--- config.mk ---
export PLATFORM = sky130hd
export DESIGN_NAME = hw_accel_gray_engine
export DESIGN_NICKNAME = d
export VERILOG_FILES = /design/src/rtl/hw_accel_gray_engine.sv
export SDC_FILE = /design/constraint.sdc
export NUM_CORES = 1
export LEC_CHECK = 0
export ABC_AREA = 0
export ABC_CLOCK_PERIOD_IN_PS = 4700
export CORE_AREA = 10 10 250 252
export DETAILED_ROUTE_END_ITERATION = 7
export DIE_AREA = 0 0 260 262
export PLACE_DENSITY = 0.76
export SETUP_SLACK_MARGIN = 0.15
export SLEW_MARGIN = 20
export SYNTH_ARGS = -nofsm -noshare
export SYNTH_HDL_FRONTEND = slang
export SYNTH_SLANG_ARGS = --single-unit
--- constraint.sdc ---
create_clock -name axi_aclk -period 4.7 [get_ports axi_aclk]
set_input_delay 0.705 -clock axi_aclk [delete_from_list [all_inputs] [get_ports axi_aclk]]
set_output_delay 0.705 -clock axi_aclk [all_outputs]
set_load 0.02 [all_outputs]
--- src/rtl/hw_accel_gray_engine.sv ---
// RGB-to-grayscale accelerator behind the flat usr register strobes:
// control/status bank, input pixel FIFO, 2-stage luma pipeline and output FIFO.
module hw_accel_gray_engine #(
    parameter int ADDR_WIDTH = 32,
    parameter int DATA_WIDTH = 32,
    parameter int IN_DEPTH   = 16,
    parameter int OUT_DEPTH  = 16
) (
    input  logic                  axi_aclk,
    input  logic                  axi_resetn,
    input  logic                  usr_we,
    input  logic [ADDR_WIDTH-1:0] usr_waddr,
    input  logic [DATA_WIDTH-1:0] usr_wdata,
    input  logic                  usr_re,
    input  logic [ADDR_WIDTH-1:0] usr_raddr,
    output logic [DATA_WIDTH-1:0] usr_rdata,
    output logic                  usr_rvalid,
    output logic                  accel_irq
);
    localparam int IN_AW  = $clog2(IN_DEPTH);
    localparam int OUT_AW = $clog2(OUT_DEPTH);

    localparam logic [3:0] OFF_CTRL   = 4'h0;
    localparam logic [3:0] OFF_STATUS = 4'h1;
    localparam logic [3:0] OFF_COUNT  = 4'h2;
    localparam logic [3:0] OFF_PROC   = 4'h3;
    localparam logic [3:0] OFF_IN     = 4'h4;
    localparam logic [3:0] OFF_OUT    = 4'h5;

    typedef enum logic [1:0] {ST_IDLE, ST_RUN, ST_DONE} state_t;

    state_t state_reg, state_next;

    logic [3:0] wr_off, rd_off;
    logic       wr_ctrl, wr_status, wr_count, wr_in, rd_out;
    logic       soft_clear, job_start;

    logic       start_reg, irq_en_reg, ovf_reg, udf_reg, done_reg, irq_reg;
    logic [15:0] count_reg, processed_reg, issued_reg;

    logic [23:0]      in_mem [IN_DEPTH];
    logic [IN_AW-1:0] in_wr_ptr_reg, in_rd_ptr_reg;
    logic [IN_AW:0]   in_count_reg;
    logic             in_full, in_empty, in_push, in_pop, ovf_set;
    logic [23:0]      in_head;

    logic [7:0]        out_mem [OUT_DEPTH];
    logic [OUT_AW-1:0] out_wr_ptr_reg, out_rd_ptr_reg;
    logic [OUT_AW:0]   out_count_reg;
    logic [OUT_AW+1:0] out_occ;
    logic              out_full, out_empty, out_push, out_pop, udf_set;

    logic        s1_valid_reg, s2_valid_reg;
    logic [7:0]  y_reg;
    logic [15:0] sum_w;
    logic [31:0] rd_data_next;
    logic        unused_bits;

    assign wr_off     = usr_waddr[5:2];
    assign rd_off     = usr_raddr[5:2];
    assign wr_ctrl    = usr_we && (wr_off == OFF_CTRL);
    assign wr_status  = usr_we && (wr_off == OFF_STATUS);
    assign wr_count   = usr_we && (wr_off == OFF_COUNT);
    assign wr_in      = usr_we && (wr_off == OFF_IN);
    assign rd_out     = usr_re && (rd_off == OFF_OUT);
    assign soft_clear = wr_ctrl && usr_wdata[1];
    assign job_start  = (state_reg == ST_IDLE) && wr_ctrl && usr_wdata[0] && !usr_wdata[1];

    assign unused_bits = ^{usr_waddr[ADDR_WIDTH-1:6], usr_waddr[1:0],
                           usr_raddr[ADDR_WIDTH-1:6], usr_raddr[1:0],
                           usr_wdata[31:24], sum_w[7:0]};

    // ---------------- input FIFO ----------------
    assign in_full  = (in_count_reg == (IN_AW+1)'(IN_DEPTH));
    assign in_empty = (in_count_reg == '0);
    assign in_push  = wr_in && !in_full;
    assign ovf_set  = wr_in && in_full;
    assign in_head  = in_mem[in_rd_ptr_reg];

    // Issue gate counts pipeline occupancy so the output FIFO can never overflow.
    assign out_occ = {1'b0, out_count_reg}
                   + {{(OUT_AW+1){1'b0}}, s1_valid_reg}
                   + {{(OUT_AW+1){1'b0}}, s2_valid_reg};
    assign in_pop  = (state_reg == ST_RUN) && !in_empty && (issued_reg < count_reg)
                   && (out_occ < (OUT_AW+2)'(OUT_DEPTH)) && !soft_clear;

    always_ff @(posedge axi_aclk) begin
        if (in_push)
            in_mem[in_wr_ptr_reg] <= usr_wdata[23:0];
    end

    always_ff @(posedge axi_aclk or negedge axi_resetn) begin
        if (!axi_resetn) begin
            in_wr_ptr_reg <= '0;
            in_rd_ptr_reg <= '0;
            in_count_reg  <= '0;
        end else if (soft_clear) begin
            in_wr_ptr_reg <= '0;
            in_rd_ptr_reg <= '0;
            in_count_reg  <= '0;
        end else begin
            if (in_push) in_wr_ptr_reg <= in_wr_ptr_reg + 1'b1;
            if (in_pop)  in_rd_ptr_reg <= in_rd_ptr_reg + 1'b1;
            case ({in_push, in_pop})
                2'b10:   in_count_reg <= in_count_reg + 1'b1;
                2'b01:   in_count_reg <= in_count_reg - 1'b1;
                default: in_count_reg <= in_count_reg;
            endcase
        end
    end

    // ---------------- luma pipeline: B*29, G*150, R*77 ----------------
    genvar gi;
    generate
        for (gi = 0; gi < 3; gi++) begin : g_chan
            localparam logic [7:0] COEF = (gi == 0) ? 8'd29 : ((gi == 1) ? 8'd150 : 8'd77);
            logic [15:0] prod_reg;
            always_ff @(posedge axi_aclk or negedge axi_resetn) begin
                if (!axi_resetn)
                    prod_reg <= '0;
                else if (in_pop)
                    prod_reg <= {8'h00, in_head[8*gi +: 8]} * {8'h00, COEF};
            end
        end
    endgenerate

    assign sum_w = g_chan[0].prod_reg + g_chan[1].prod_reg + g_chan[2].prod_reg;

    always_ff @(posedge axi_aclk or negedge axi_resetn) begin
        if (!axi_resetn) begin
            s1_valid_reg <= 1'b0;
            s2_valid_reg <= 1'b0;
            y_reg        <= '0;
        end else if (soft_clear) begin
            s1_valid_reg <= 1'b0;
            s2_valid_reg <= 1'b0;
        end else begin
            s1_valid_reg <= in_pop;
            s2_valid_reg <= s1_valid_reg;
            if (s1_valid_reg)
                y_reg <= sum_w[15:8];
        end
    end

    // ---------------- output FIFO ----------------
    assign out_full  = (out_count_reg == (OUT_AW+1)'(OUT_DEPTH));
    assign out_empty = (out_count_reg == '0);
    assign out_push  = s2_valid_reg && !out_full && !soft_clear;
    assign out_pop   = rd_out && !out_empty;
    assign udf_set   = rd_out && out_empty;

    always_ff @(posedge axi_aclk) begin
        if (out_push)
            out_mem[out_wr_ptr_reg] <= y_reg;
    end

    always_ff @(posedge axi_aclk or negedge axi_resetn) begin
        if (!axi_resetn) begin
            out_wr_ptr_reg <= '0;
            out_rd_ptr_reg <= '0;
            out_count_reg  <= '0;
        end else if (soft_clear) begin
            out_wr_ptr_reg <= '0;
            out_rd_ptr_reg <= '0;
            out_count_reg  <= '0;
        end else begin
            if (out_push) out_wr_ptr_reg <= out_wr_ptr_reg + 1'b1;
            if (out_pop)  out_rd_ptr_reg <= out_rd_ptr_reg + 1'b1;
            case ({out_push, out_pop})
                2'b10:   out_count_reg <= out_count_reg + 1'b1;
                2'b01:   out_count_reg <= out_count_reg - 1'b1;
                default: out_count_reg <= out_count_reg;
            endcase
        end
    end

    // ---------------- job FSM ----------------
    always_ff @(posedge axi_aclk or negedge axi_resetn) begin
        if (!axi_resetn)
            state_reg <= ST_IDLE;
        else
            state_reg <= state_next;
    end

    always_comb begin
        state_next = state_reg;
        case (state_reg)
            ST_IDLE: begin
                if (job_start)
                    state_next = (count_reg != 16'd0) ? ST_RUN : ST_DONE;
            end
            ST_RUN: begin
                if (wr_ctrl && !usr_wdata[0])
                    state_next = ST_IDLE;
                else if (processed_reg == count_reg)
                    state_next = ST_DONE;
            end
            ST_DONE:  state_next = ST_IDLE;
            default:  state_next = ST_IDLE;
        endcase
        if (soft_clear)
            state_next = ST_IDLE;
    end

    always_ff @(posedge axi_aclk or negedge axi_resetn) begin
        if (!axi_resetn) begin
            issued_reg    <= '0;
            processed_reg <= '0;
        end else if (soft_clear || job_start) begin
            issued_reg    <= '0;
            processed_reg <= '0;
        end else begin
            if (in_pop)   issued_reg    <= issued_reg + 1'b1;
            if (out_push) processed_reg <= processed_reg + 1'b1;
        end
    end

    // ---------------- control / status registers ----------------
    always_ff @(posedge axi_aclk or negedge axi_resetn) begin
        if (!axi_resetn) begin
            start_reg  <= 1'b0;
            irq_en_reg <= 1'b0;
            ovf_reg    <= 1'b0;
            udf_reg    <= 1'b0;
            done_reg   <= 1'b0;
            count_reg  <= '0;
            irq_reg    <= 1'b0;
        end else begin
            irq_reg <= done_reg & irq_en_reg;
            if (soft_clear) begin
                start_reg <= 1'b0;
                ovf_reg   <= 1'b0;
                udf_reg   <= 1'b0;
                done_reg  <= 1'b0;
            end else begin
                if (wr_ctrl) begin
                    start_reg  <= usr_wdata[0];
                    irq_en_reg <= usr_wdata[2];
                end
                if (state_reg == ST_DONE)
                    start_reg <= 1'b0;
                if (wr_count && state_reg != ST_RUN)
                    count_reg <= usr_wdata[15:0];
                // A hardware set in the same cycle as a W1C wins.
                ovf_reg  <= (ovf_reg  & ~(wr_status & usr_wdata[4])) | ovf_set;
                udf_reg  <= (udf_reg  & ~(wr_status & usr_wdata[5])) | udf_set;
                done_reg <= (done_reg & ~(wr_status & usr_wdata[6])) | (state_reg == ST_DONE);
            end
        end
    end

    // ---------------- read path ----------------
    always_comb begin
        rd_data_next = 32'h0;
        case (rd_off)
            OFF_CTRL:   rd_data_next = {29'h0, irq_en_reg, 1'b0, start_reg};
            OFF_STATUS: rd_data_next = {25'h0, done_reg, udf_reg, ovf_reg,
                                        out_empty, out_full, in_empty, in_full};
            OFF_COUNT:  rd_data_next = {16'h0, count_reg};
            OFF_PROC:   rd_data_next = {16'h0, processed_reg};
            OFF_OUT:    rd_data_next = out_empty ? 32'h0 : {24'h0, out_mem[out_rd_ptr_reg]};
            default:    rd_data_next = 32'h0;
        endcase
    end

    always_ff @(posedge axi_aclk or negedge axi_resetn) begin
        if (!axi_resetn) begin
            usr_rvalid <= 1'b0;
            usr_rdata  <= '0;
        end else begin
            usr_rvalid <= usr_re;
            usr_rdata  <= usr_re ? rd_data_next : '0;
        end
    end

    assign accel_irq = irq_reg;

endmodule

# Word level (Yosys, flattened, before mapping)
# Memory sizes are Yosys's and may differ from the RTL's.
# Index checks and enable logic that the tools add are counted.
# word_totals
reg_bits	168
latch_bits	0
mem_bits_rw	512
mem_bits_ro	0
in_bits	100
elab_cells	163
n_memories	2
# op_classes
n_addsub	14
mul	3
div_mod_pow	0
n_lt_le_gt_ge	2
eq_ne	19
shifts	0
muxes	37
bitwise	14
n_reduce_logical	48
# mem_list
memory	words	width	rd	rd_clocked_by_memory_dff	wr	line_no	source
in_mem	16	24	1	0	1	41	logic [23:0] in_mem [IN_DEPTH];
out_mem	16	8	1	0	1	47	logic [7:0] out_mem [OUT_DEPTH];
# ops
operator	count
one-hot mux 16 bit (5 select lines)	1
two-way mux 16 bit	4
adder 16 x 1 -> 16 bit (second input constant)	2
two-way mux 32 bit	1
two-way mux 4 bit	8
multiplier 8 x 7 -> 15 bit (second input constant)	2
logical AND 1 bit	21
one-hot mux 5 bit (2 select lines)	2
adder 13 x 16 -> 16 bit	1
adder 16 x 15 -> 16 bit	1
adder 4 x 1 -> 4 bit (second input constant)	4
equality test 16 bit	1
less-than comparator 16 bit	1
nonzero test 16 bit	1
multiplier 8 x 5 -> 13 bit (second input constant)	1
equality test 4 x 2 -> 1 bit (second input constant)	3
two-way mux 1 bit	12
nonzero test 2 bit	6
adder 5 x 1 -> 5 bit (second input constant)	2
equality test 5 bit (second input constant)	2
zero test 5 bit	2
two-way mux 2 bit	5
two-way mux 5 bit	2
subtractor 5 x 1 -> 5 bit (second input constant)	2
21 further kinds	50

# Longest topological paths before layout
# depth
depth_word	9
depth_mapped	21

# Least setup slack after synthesis
# No wires, ideal clock.
# synth_timing
kind	flip-flop to flip-flop
start	register in_rd_ptr_reg[0]
end	register g_chan[2].prod_reg[11]
setup_time_ns	0.125
arrival_ns	4.999
path_slack_ns	-0.424
stages_incl_launch_ff	19
path_buffers	3
period_less_slack_ns	5.124
path_cell_list	dfrtp_1 -> buf_2 -> buf_2 -> buf_2 -> mux4_2 -> a22oi_1 -> nand2_1 -> ha_1 -> ha_1 -> inv_1 -> fa_1 -> fa_1 -> inv_1 -> ha_1 -> o21ai_0 -> nor2_1 -> o41ai_1 -> xnor2_1 -> mux2_2
# synth_between
elab_chain_len	2
# synth_lines
element	line_no	source
from (decl)	42	logic [IN_AW-1:0] in_wr_ptr_reg, in_rd_ptr_reg;
from (signal assigned)	103	if (in_pop) in_rd_ptr_reg <= in_rd_ptr_reg + 1'b1;
memory read (16 x 24 bit)	--	
multiplier 8 x 7 -> 15 bit	122	prod_reg <= {8'h00, in_head[8*gi +: 8]} * {8'h00, COEF};
to (signal assigned)	122	
to (decl)	117	logic [15:0] prod_reg;
# No other way between the ends.
# A chain may end at the register's enable or synchronous reset.

# Worst setup path after layout
# layout_timing
start	register in_rd_ptr_reg[0]
end	register g_chan[1].prod_reg[12]
# layout_between
elab_chain_len	2
# layout_lines
element	line_no
memory read (16 x 24 bit)	--
multiplier 8 x 7 -> 15 bit	122
to (signal assigned)	122
to (decl)	117
# No other way between the ends.

==> flow_summary.yaml <==
sta:
  timing.fmax_mhz: 208
  setup_viol: 3
  max_slew.worst_pin.slew_ps: 1050
  finalClockSkew_ps: 22.8
  finalCritPeriodShare: 1.02
  fin_ws_ps: -108
  tns_ps: -227
  slew_violations: 0
  rsz0062_at_grt: "yes"
  min_period_ps: 4810
  slew_headroom: 0.297
  finalHoldViolCount: 0
floorplan:
  io_pins: 134
  die_h_um: 262
  row_count: 88
  design.core.area_mm2: 0.0574
  start_util: 0.544
  fp.dieArea_mm2: 0.0681
  die_x_um: 260
worst_setup_path:
  cp_max_fo: 7
  cp_cell_sequence: "buf_12 -> buf_12 -> buf_16 -> mux2i_4 -> a221oi_4 -> a22oi_2 -> nand2_2 -> ha_4 -> ha_4 -> inv_2 -> fa_1 -> fa_1 -> inv_1 -> ha_2 -> or3_1 -> a211o_1 -> nor4b_4 -> nor3_2 -> o21ai_1"
  crit_path_top_delay_cell: "dfrtp_4"
  cpLargestDelayFamily: "adder cells"
  cp.required_ps: 5190
  cp-end-kind: "register"
  crit_path_max_incr_delay_ps: 580
  critPathKind: "reg -> reg"
  worstPathArrival_ps: 5300
  cp-start-kind: "register"
  critPathBufInv: 5
clock_tree:
  cts.path.max_buffers: 3
  clock-sinks: 664
  insertion_delay_ps: 620
  cts_htree_levels: 3
  cts.clk_slew.worst_paths_ps: 60
  root_buffer: "clkbuf_16"
  cts-buffers-inserted: 67
  cts_tree: "yes"
  ctsHoldBuffers: 0
drt:
  vias: 19400
  wirelength_mm: 77.9
  drt-wirelength-per-cell_um: 24.8
  ant_nets: 0
  first_pass_iters: 5
  routed_via_density: 6.17
  route.detailed.drc: 0
  drt-initial-drc-count: 2123
cells_and_area:
  ff_latch_area_mm2: 0.0192
  nets: 2613
  layout_common_cells: "edfxtp_1 (512), buf_4 (183), dfrtp_1 (149), ha_1 (113), mux2i_1 (103)"
  final_common_cell: "edfxtp_1"
  syn_to_final_growth_pct: 20.6
  nFillCells: 3701
  drive_gt1_frac: 0.262
  largest_register_ffs: 384
  diodes: 0
  multi_input_area_mm2: 0.0123
synth:
  synth_cell_types: 79
  ys.flop_type: "edfxtp_1"
  synthCells: 2074
  yosysWarnings: 0
  synth-seq-cells: 664
  avgSynthCellArea_um2: 15.0
  synth_edf_count: 512
  async_reset_ff_frac: 0.229
  synth_area_mm2: 0.0312
  yosysSeqAreaShare: 0.615
placed_design:
  gp_congestion: 0.887
  hpwlAfterDp_mm: 47.2
  numPortBuffers: 53
global_routing:
  grt_max_degree: 95
  grt_pass1_vias: 19800
  grt_pass1_wl_mm: 116
  antenna_found_initial: 0
  track_usage: 0.223
  grt_overflow_total: 0
flow_run:
  maxCapViolations: 0
run_status:
  status: "finished with violations"
  violations: "setup timing"
min_path:
  min_path_type: "in -> async"
-- synth_stat cells (12+ instances only) --
| cell type | number | share of area |
|---|---|---|
| a211oi_1 | 12 | 0.0029 |
| a21o_1 | 15 | 0.0036 |
| a21oi_1 | 59 | 0.0095 |
| a221oi_1 | 43 | 0.012 |
| a22oi_1 | 20 | 0.0048 |
| a31oi_1 | 12 | 0.0024 |
| and2_1 | 22 | 0.0044 |
| buf_2 | 17 | 0.0027 |
| buf_4 | 28 | 0.0067 |
| clkbuf_1 | 48 | 0.0058 |
| dfrtp_1 | 152 | 0.12 |
| edfxtp_1 | 512 | 0.49 |
| fa_1 | 40 | 0.026 |
| ha_1 | 147 | 0.059 |
| inv_1 | 97 | 0.012 |
| mux2_1 | 19 | 0.0069 |
| mux2_2 | 22 | 0.0079 |
| mux2i_1 | 114 | 0.037 |
| mux4_2 | 95 | 0.069 |
| nand2_1 | 86 | 0.010 |
| nand2b_1 | 19 | 0.0038 |
| nand3_1 | 34 | 0.0055 |
| nand4_1 | 18 | 0.0036 |
| nor2_1 | 97 | 0.012 |
| nor2b_1 | 15 | 0.0030 |
| nor3_1 | 35 | 0.0056 |
| nor4_1 | 17 | 0.0034 |
| o21ai_0 | 81 | 0.013 |
| xnor2_1 | 31 | 0.0087 |
| xor2_1 | 38 | 0.011 |
-- stage by stage --
| stage | instance area [um^2] | util | hold WS, ps | setup slack [ps] | instances |
|---|---|---|---|---|---|
| 2_1_floorplan | 31400 | - | 409 | 157 | 2089 |
| 5_1_grt | 37600 | 0.656 | 97.7 | -171 | 3144 |
| 3_5_place_dp | 33700 | 0.587 | 481 | -215 | 2965 |
| 4_1_cts | 36900 | 0.643 | 72.6 | 36.9 | 3119 |
| 3_3_place_gp | 33700 | 0.587 | 466 | -189 | 2965 |
| 6_report | 37600 | 0.656 | 65.5 | -108 | 3144 |
-- timing repair --
action	4_1_cts	5_1_grt
pin swaps	62	99
endpoints found under the hold margin	0	0
endpoints found under the setup margin	21	21
gates cloned	3	0
setup buffers	29	26
resized for setup	109	112
-- worst paths after layout --
| kind | start | end | slack (ps) | cells after the start |
|---|---|---|---|---|
| setup / recovery | in_rd_ptr_reg[0]$_DFFE_PN0P_ | g_chan[1].prod_reg[12]$_DFFE_PN0P_ | -110 | 19 |
| setup reg to reg | in_rd_ptr_reg[0]$_DFFE_PN0P_ | g_chan[1].prod_reg[12]$_DFFE_PN0P_ | -110 | 19 |
| max in group asynchronous | axi_resetn | g_chan[0].prod_reg[0]$_DFFE_PN0P_ | 3690 | 2 |
| hold reg to reg | g_chan[2].prod_reg[0]$_DFFE_PN0P_ | g_chan[2].prod_reg[0]$_DFFE_PN0P_ | 500 | 1 |
| min in group axi_aclk | g_chan[2].prod_reg[0]$_DFFE_PN0P_ | g_chan[2].prod_reg[0]$_DFFE_PN0P_ | 500 | 1 |
| hold / removal | axi_resetn | usr_rdata[15]$_DFF_PN0_ | 70 | 1 |
-- cell type report --
cell class,instances,share of cell area
multi-input cells,1221,0.326
flip-flops and latches,664,0.510
clock buffers,91,0.0486
inverters,99,0.00995
well taps,765,0.0254
repair buffers,273,0.0671
clock inverters,31,0.0130
-- routing by layer --
layer	GRT usage	share of wire
met1	0.276	0.38
met2	0.393	0.51
met3	0.0351	0.071
met4	0.0819	0.037
met5	0	0
-- kinds of logic (layout without fill, tap and decap cells) --
group,after synthesis,count (layout),synth area share
simple gates,388,388,0.0628
mux,250,250,0.120
flops,664,664,0.615
buf+inv,204,494,0.0298
fa+ha+maj,187,187,0.0846
other cells,1,16,0.000120
compound gates,310,310,0.0676
xor+xnor,70,70,0.0203
Power is left out: the tool's default activity adds up to more than one toggle a clock period on the data nets, which glitch-free logic cannot reach.
